===== src/rtl/registrador_deslocamento_universal_pkg.sv =====
// Shared definitions for the universal shift register: mode codes,
// control FSM states and the step-count width helper.
package registrador_pkg;

    localparam logic [1:0] MODO_HOLD  = 2'b00;
    localparam logic [1:0] MODO_SOBE  = 2'b01;
    localparam logic [1:0] MODO_DESCE = 2'b10;
    localparam logic [1:0] MODO_CARGA = 2'b11;

    typedef enum logic [1:0] {
        OCIOSO = 2'd0,
        EXEC   = 2'd1,
        FIM    = 2'd2
    } estado_t;

    function automatic int calc_pw(input int max_passos);
        return $clog2(max_passos + 1);
    endfunction

endpackage


===== src/rtl/registrador_deslocamento_universal_celula.sv =====
// One register bit: selects hold, lower neighbour, upper neighbour or the
// parallel bit into its flop.
module celula_registrador
    import registrador_pkg::*;
(
    input  logic       clk,
    input  logic       rst,
    input  logic [1:0] sel,
    input  logic       q_baixo,
    input  logic       q_cima,
    input  logic       bit_carga,
    output logic       q
);

    always_ff @(posedge clk) begin
        if (rst) begin
            q <= 1'b0;
        end else begin
            case (sel)
                MODO_SOBE:  q <= q_baixo;
                MODO_DESCE: q <= q_cima;
                MODO_CARGA: q <= bit_carga;
                default:    q <= q;
            endcase
        end
    end

endmodule


===== src/rtl/registrador_deslocamento_universal.sv =====
// Parametrised universal shift register executing multi-step shift, rotate
// and load commands under a start/busy/done handshake.
module registrador_deslocamento_universal
    import registrador_pkg::*;
#(
    parameter  int LARGURA    = 7,
    parameter  int MAX_PASSOS = 7,
    localparam int PW         = calc_pw(MAX_PASSOS)
) (
    input  logic               clk,
    input  logic               rst,
    input  logic [1:0]         ch,
    input  logic               rot,
    input  logic               d,
    input  logic               e,
    input  logic [LARGURA-1:0] bits,
    input  logic [PW-1:0]      passos,
    input  logic               partida,
    output logic               ocupado,
    output logic               concluido,
    output logic [LARGURA-1:0] saidas_registrador,
    output logic               saida_ultimoflip,
    output logic               saida_primeiroflip
);

    localparam logic [PW-1:0] MAX_P = PW'(MAX_PASSOS);

    estado_t            estado, prox;
    logic [PW-1:0]      cnt, cnt_prox, cnt_ini;
    logic [1:0]         modo_r;
    logic               rot_r;
    logic [LARGURA-1:0] bits_r;
    logic [LARGURA-1:0] q, baixo, cima;
    logic [1:0]         sel_cel;
    logic               aceita;

    assign aceita = partida && (estado != EXEC);

    // Hold and load are single-step commands; shifts clamp to MAX_PASSOS.
    always_comb begin
        cnt_ini = PW'(1);
        if (ch == MODO_SOBE || ch == MODO_DESCE)
            cnt_ini = (passos > MAX_P) ? MAX_P : passos;
    end

    always_ff @(posedge clk) begin
        if (rst) begin
            estado <= OCIOSO;
            cnt    <= '0;
            modo_r <= MODO_HOLD;
            rot_r  <= 1'b0;
            bits_r <= '0;
        end else begin
            estado <= prox;
            cnt    <= cnt_prox;
            if (aceita) begin
                modo_r <= ch;
                rot_r  <= rot;
                bits_r <= bits;
            end
        end
    end

    always_comb begin
        prox     = estado;
        cnt_prox = cnt;
        case (estado)
            OCIOSO, FIM: begin
                prox = OCIOSO;
                if (partida) begin
                    cnt_prox = cnt_ini;
                    prox     = (cnt_ini == '0) ? FIM : EXEC;
                end
            end
            EXEC: begin
                cnt_prox = cnt - PW'(1);
                if (cnt == PW'(1))
                    prox = FIM;
            end
            default: prox = OCIOSO;
        endcase
    end

    // Cells only move while executing; end bits get the ring/serial feed here.
    assign sel_cel = (estado == EXEC) ? modo_r : MODO_HOLD;
    assign baixo   = {q[LARGURA-2:0], rot_r ? q[LARGURA-1] : d};
    assign cima    = {rot_r ? q[0] : e, q[LARGURA-1:1]};

    for (genvar i = 0; i < LARGURA; i++) begin : g_cel
        celula_registrador u_cel (
            .clk       (clk),
            .rst       (rst),
            .sel       (sel_cel),
            .q_baixo   (baixo[i]),
            .q_cima    (cima[i]),
            .bit_carga (bits_r[i]),
            .q         (q[i])
        );
    end

    assign ocupado            = (estado == EXEC);
    assign concluido          = (estado == FIM);
    assign saidas_registrador = q;
    assign saida_ultimoflip   = q[LARGURA-1];
    assign saida_primeiroflip = q[0];

endmodule

===== config.mk =====
export PLATFORM = sky130hd
export DESIGN_NAME = registrador_deslocamento_universal
export DESIGN_NICKNAME = d
export VERILOG_FILES = /design/src/rtl/registrador_deslocamento_universal_pkg.sv /design/src/rtl/registrador_deslocamento_universal_celula.sv /design/src/rtl/registrador_deslocamento_universal.sv
export SDC_FILE = /design/constraint.sdc
export NUM_CORES = 1
export LEC_CHECK = 0
export BUFFER_PORTS_ARGS = -buffer_cell sky130_fd_sc_hd__buf_4
export CAP_MARGIN = 25
export CORE_MARGIN = 4
export CORE_UTILIZATION = 30
export CTS_CLUSTER_SIZE = 8
export DETAILED_ROUTE_END_ITERATION = 10
export GPL_TIMING_DRIVEN = 0
export PLACE_DENSITY = 0.58
export SLEW_MARGIN = 10
export SYNTH_ARGS = -nofsm -noshare
export SYNTH_HDL_FRONTEND = slang
export SYNTH_SLANG_ARGS = --single-unit

===== constraint.sdc =====
create_clock -name clk -period 3 [get_ports clk]
set_clock_uncertainty 0.15 [all_clocks]
set_input_delay 0.6 -clock clk [delete_from_list [all_inputs] [get_ports clk]]
set_output_delay 0.6 -clock clk [all_outputs]
set_load 0.005 [all_outputs]

==> out/qor.txt <==
Avg Cell Area, Syn = 8.448 µm²
Area grow syn2layout = 27.46%
DR vias = 1115
Vias per cell = 5.162
Sequential-to-total area share from yosys stat = 38.05%
HP Start = bits_r[1]
Largest net degree at the start of global routing = 13
EDFF count, synth = 0
# diodes = 0
Mapped Area = 1157 µm²
Sum Neg Setup Slack = 0 ps
Leak pwr = 0.6030 nW
Sequential power share = 46.4%
Post-route cell area = 1475 µm²
Xor/xnor cell area share of the yosys netlist = 2.270%
Worst Setup Path Type = flip-flop to output pin
Post-Synthesis Cells = 137
Worst Reg2Reg Path Length in Cells = 5
Leading area contributor after synthesis = dfxtp_1
Total congestion overflow = 0
Clk_lat worst skew = 260 ps
Initial DRT Pass Iterations = 4
Crit end category = output pin
Share of the synthesized area in the top cell type = 38.05%
Hold depth = 2
Clock power share = 28.2%
Nets = 189
Hold crit path type = flip-flop to flip-flop
Area contributors post-synth = dfxtp_1 (38%), nand3_1 (7.4%), a21oi_1 (6.5%)
Yosys Warn Count = 0
Setup Viol. Count Final = 0
Initial Util = 31.38%
Vias in the first global route = 1019
Placed Cells = 212
WP data arrival = 1330 ps
Chip width = 70.11 µm
Placed Area = 1420 µm²
Number of core rows = 22
P_sw = 0.2053 mW
Top_reg_cell synth = dfxtp_1
Routed wire length = 2.845 mm
CTS H-tree depth = 1
Gate power share = 25.4%
R2R setup slack = 1340 ps
Mux cell area share after synthesis = 3.676%
Fin worst setup slack = 923.5 ps
Core area = 3689 µm²
Simple-gate share of the synthesized area = 15.24%
Main combinational cell family by area after synthesis = compound AO/OA/AOI/OAI gates
Cts bufs inserted = 3
Die height = 70.11 µm
Ports = 29
Status = finished, final reports clean
Crit path max fanout = 10
Synth Register Bits = 22
Finished Layout Cells = 216
I/O Buffers = 27
First-pass GRT wire length = 4.767 mm
Clk Tree Root Cell = clkbuf_8
CP startpoint kind = flip-flop
Critical Path RT = 2250 ps
Hold Path Sink = bits_r[1]
Slew Viols, Final = 0
Final Hold Viols = 0
Post-synth cell types = 34
RSZ-0062 raised after global routing = false
Reg2reg start = cnt[0]
Overall power = 0.7312 mW
Switch share = 28.07%
RR Endpoint = cnt[2]
Fillers = 397
VDD IR max = 0.1936 mV
Post-CTS Setup Inserts = 0
P per Cell Area = 495.7 nW/µm²
DP Wirelength = 2.162 mm
Worst Max-Slew Pin Slew = 480.0 ps
Post-route DRC violation count = 0
Post-DRT Antenna Nets = 0
Post-CTS sizing = 0
Async S/R FF share, synth = 0%
P_int = 0.5259 mW
Compound-Gate Fraction of Synth Area = 27.35%
Share of cells above drive strength 1 = 31.55%
Pre-CTS setup slack = 1224 ps
Post-Syn Nets = 157
Wire per inst = 13.17 µm
Maximum clock frequency = 0.4816 GHz
Initial antenna violation count = 0
TritonCTS clock tree = built
CTS Sinks = 22
# hold bufs at CTS = 0
Clk buf depth = 2
Routability cong. = 0.9260
Min cycle time layout = 2077 ps
Slew margin rel. = 68.00%
CTS clock-pin slew for the worst setup and hold paths = 70 ps
Initial drt markers = 43
Post-synthesis adder-cell area fraction = 2.162%
Die Area = 4915 µm²
Tot GR Track Use = 11.72%
Final cycle utilization of the critical path = 69.22%
Maximum Capacitance Violations = 0
worst max-delay path, cell delays in order, from the launching register on:
cell	delay, ps
dfxtp_1	430
nand2b_2	150
inv_2	110
buf_2	220
buf_4	150
cells by family (layout without fill, tap and decap cells):
family                     Yosys count  count (layout)
AOI/OAI and AO/OA                   48              48
and+or+nand+nor                     32              32
buffers and inverters               26              57
DFF                                 22              22
muxes                                4               4
xor gates and xnor gates             3               3
adders and majority gates            2               2
Yosys cell counts, types with 2 or more instances:
| cell type | n |
|---|---|
| a21oi_1 | 15 |
| a221oi_1 | 4 |
| buf_2 | 5 |
| buf_4 | 7 |
| clkbuf_1 | 3 |
| dfxtp_1 | 22 |
| ha_1 | 2 |
| inv_1 | 9 |
| mux2_2 | 2 |
| mux2i_1 | 2 |
| nand2b_1 | 2 |
| nand3_1 | 17 |
| nor2_1 | 2 |
| nor2b_1 | 5 |
| nor3_1 | 2 |
| o211ai_1 | 3 |
| o21ai_0 | 13 |
| o221a_2 | 4 |
| o22ai_1 | 2 |
| xnor2_1 | 2 |
routing by layer:
layer | global-route usage (%) | part of all wire [%] | vias to the layer above
li1 | - | - | 556
met1 | 15.15 | 47 | 526
met2 | 18.47 | 47 | 26
met3 | 2.302 | 3.5 | 7
met4 | 5.745 | 1.7 | 0
met5 | 0 | 0 | -
through the flow:
step,utilization (%),hold slack (ps)
2_1_floorplan,-,299.3
3_3_place_gp,38.50,320.6
3_5_place_dp,38.50,319.0
4_1_cts,39.99,331.9
5_1_grt,39.99,368.7
6_report,39.99,333.3
how the worst max path moves through the flow:
stage | start | endpoint | slack (ps)
4_1_cts | estado[0] | ocupado | 930
5_1_grt | estado[0] | ocupado | 830
3_3_place_gp | ch[1] | estado[0] | 1240
6_report | estado[0] | ocupado | 920
3_5_place_dp | estado[0] | ocupado | 1220
2_1_floorplan | ch[0] | estado[0] | 1400
state kept, by name, summed over array words and instances (netlist names):
register       flops
rot_r              1
g_cel.u_cel.q      7
bits_r             7
modo_r             2
cnt                3
estado             2
cell type report:
type	instances	area [µm²]	share of cell area (%)
repair buffers	27	202.7	13.74
well taps	48	60.06	4.071
inverters	10	37.54	2.545
clock buffers	4	55.05	3.732
multi-input cells	89	586.8	39.78
flip-flops and latches	22	440.4	29.86
plain buffers	16	92.59	6.277
cells in the final DEF (no fill, tap or decap):
master / count
buf_2: 5
o21ai_0: 13
inv_2: 1
ha_1: 2
xnor2_1: 2
a221oi_1: 4
nand2_1: 1
a31oi_1: 1
mux2i_1: 2
o211ai_1: 3
o31ai_2: 1
clkbuf_1: 3
a31o_1: 1
and3_1: 1
inv_1: 9
a21oi_1: 15
or4_4: 1
nand2b_2: 1
nor2b_1: 5
nand2b_1: 2
nor2_1: 2
nor3_1: 2
xor2_1: 1
nand3_1: 17
o22ai_1: 2
o221a_2: 4
buf_4: 34
a211oi_1: 1
dfxtp_1: 22
buf_1: 1
mux2_2: 2
a2111oi_0: 1
clkbuf_8: 4
o311ai_0: 1
a2bb2oi_1: 1
power by group through the flow:
stage          registers [mW]  logic [mW]  clock network (mW)
2_1_floorplan           0.339       0.123                   0
3_3_place_gp            0.344       0.181                   0
3_5_place_dp            0.346       0.185                   0
4_1_cts                 0.339       0.186               0.213
5_1_grt                 0.343       0.207               0.224
6_report                0.339       0.186               0.206
Note: power is estimated with default switching activity, not from simulation.
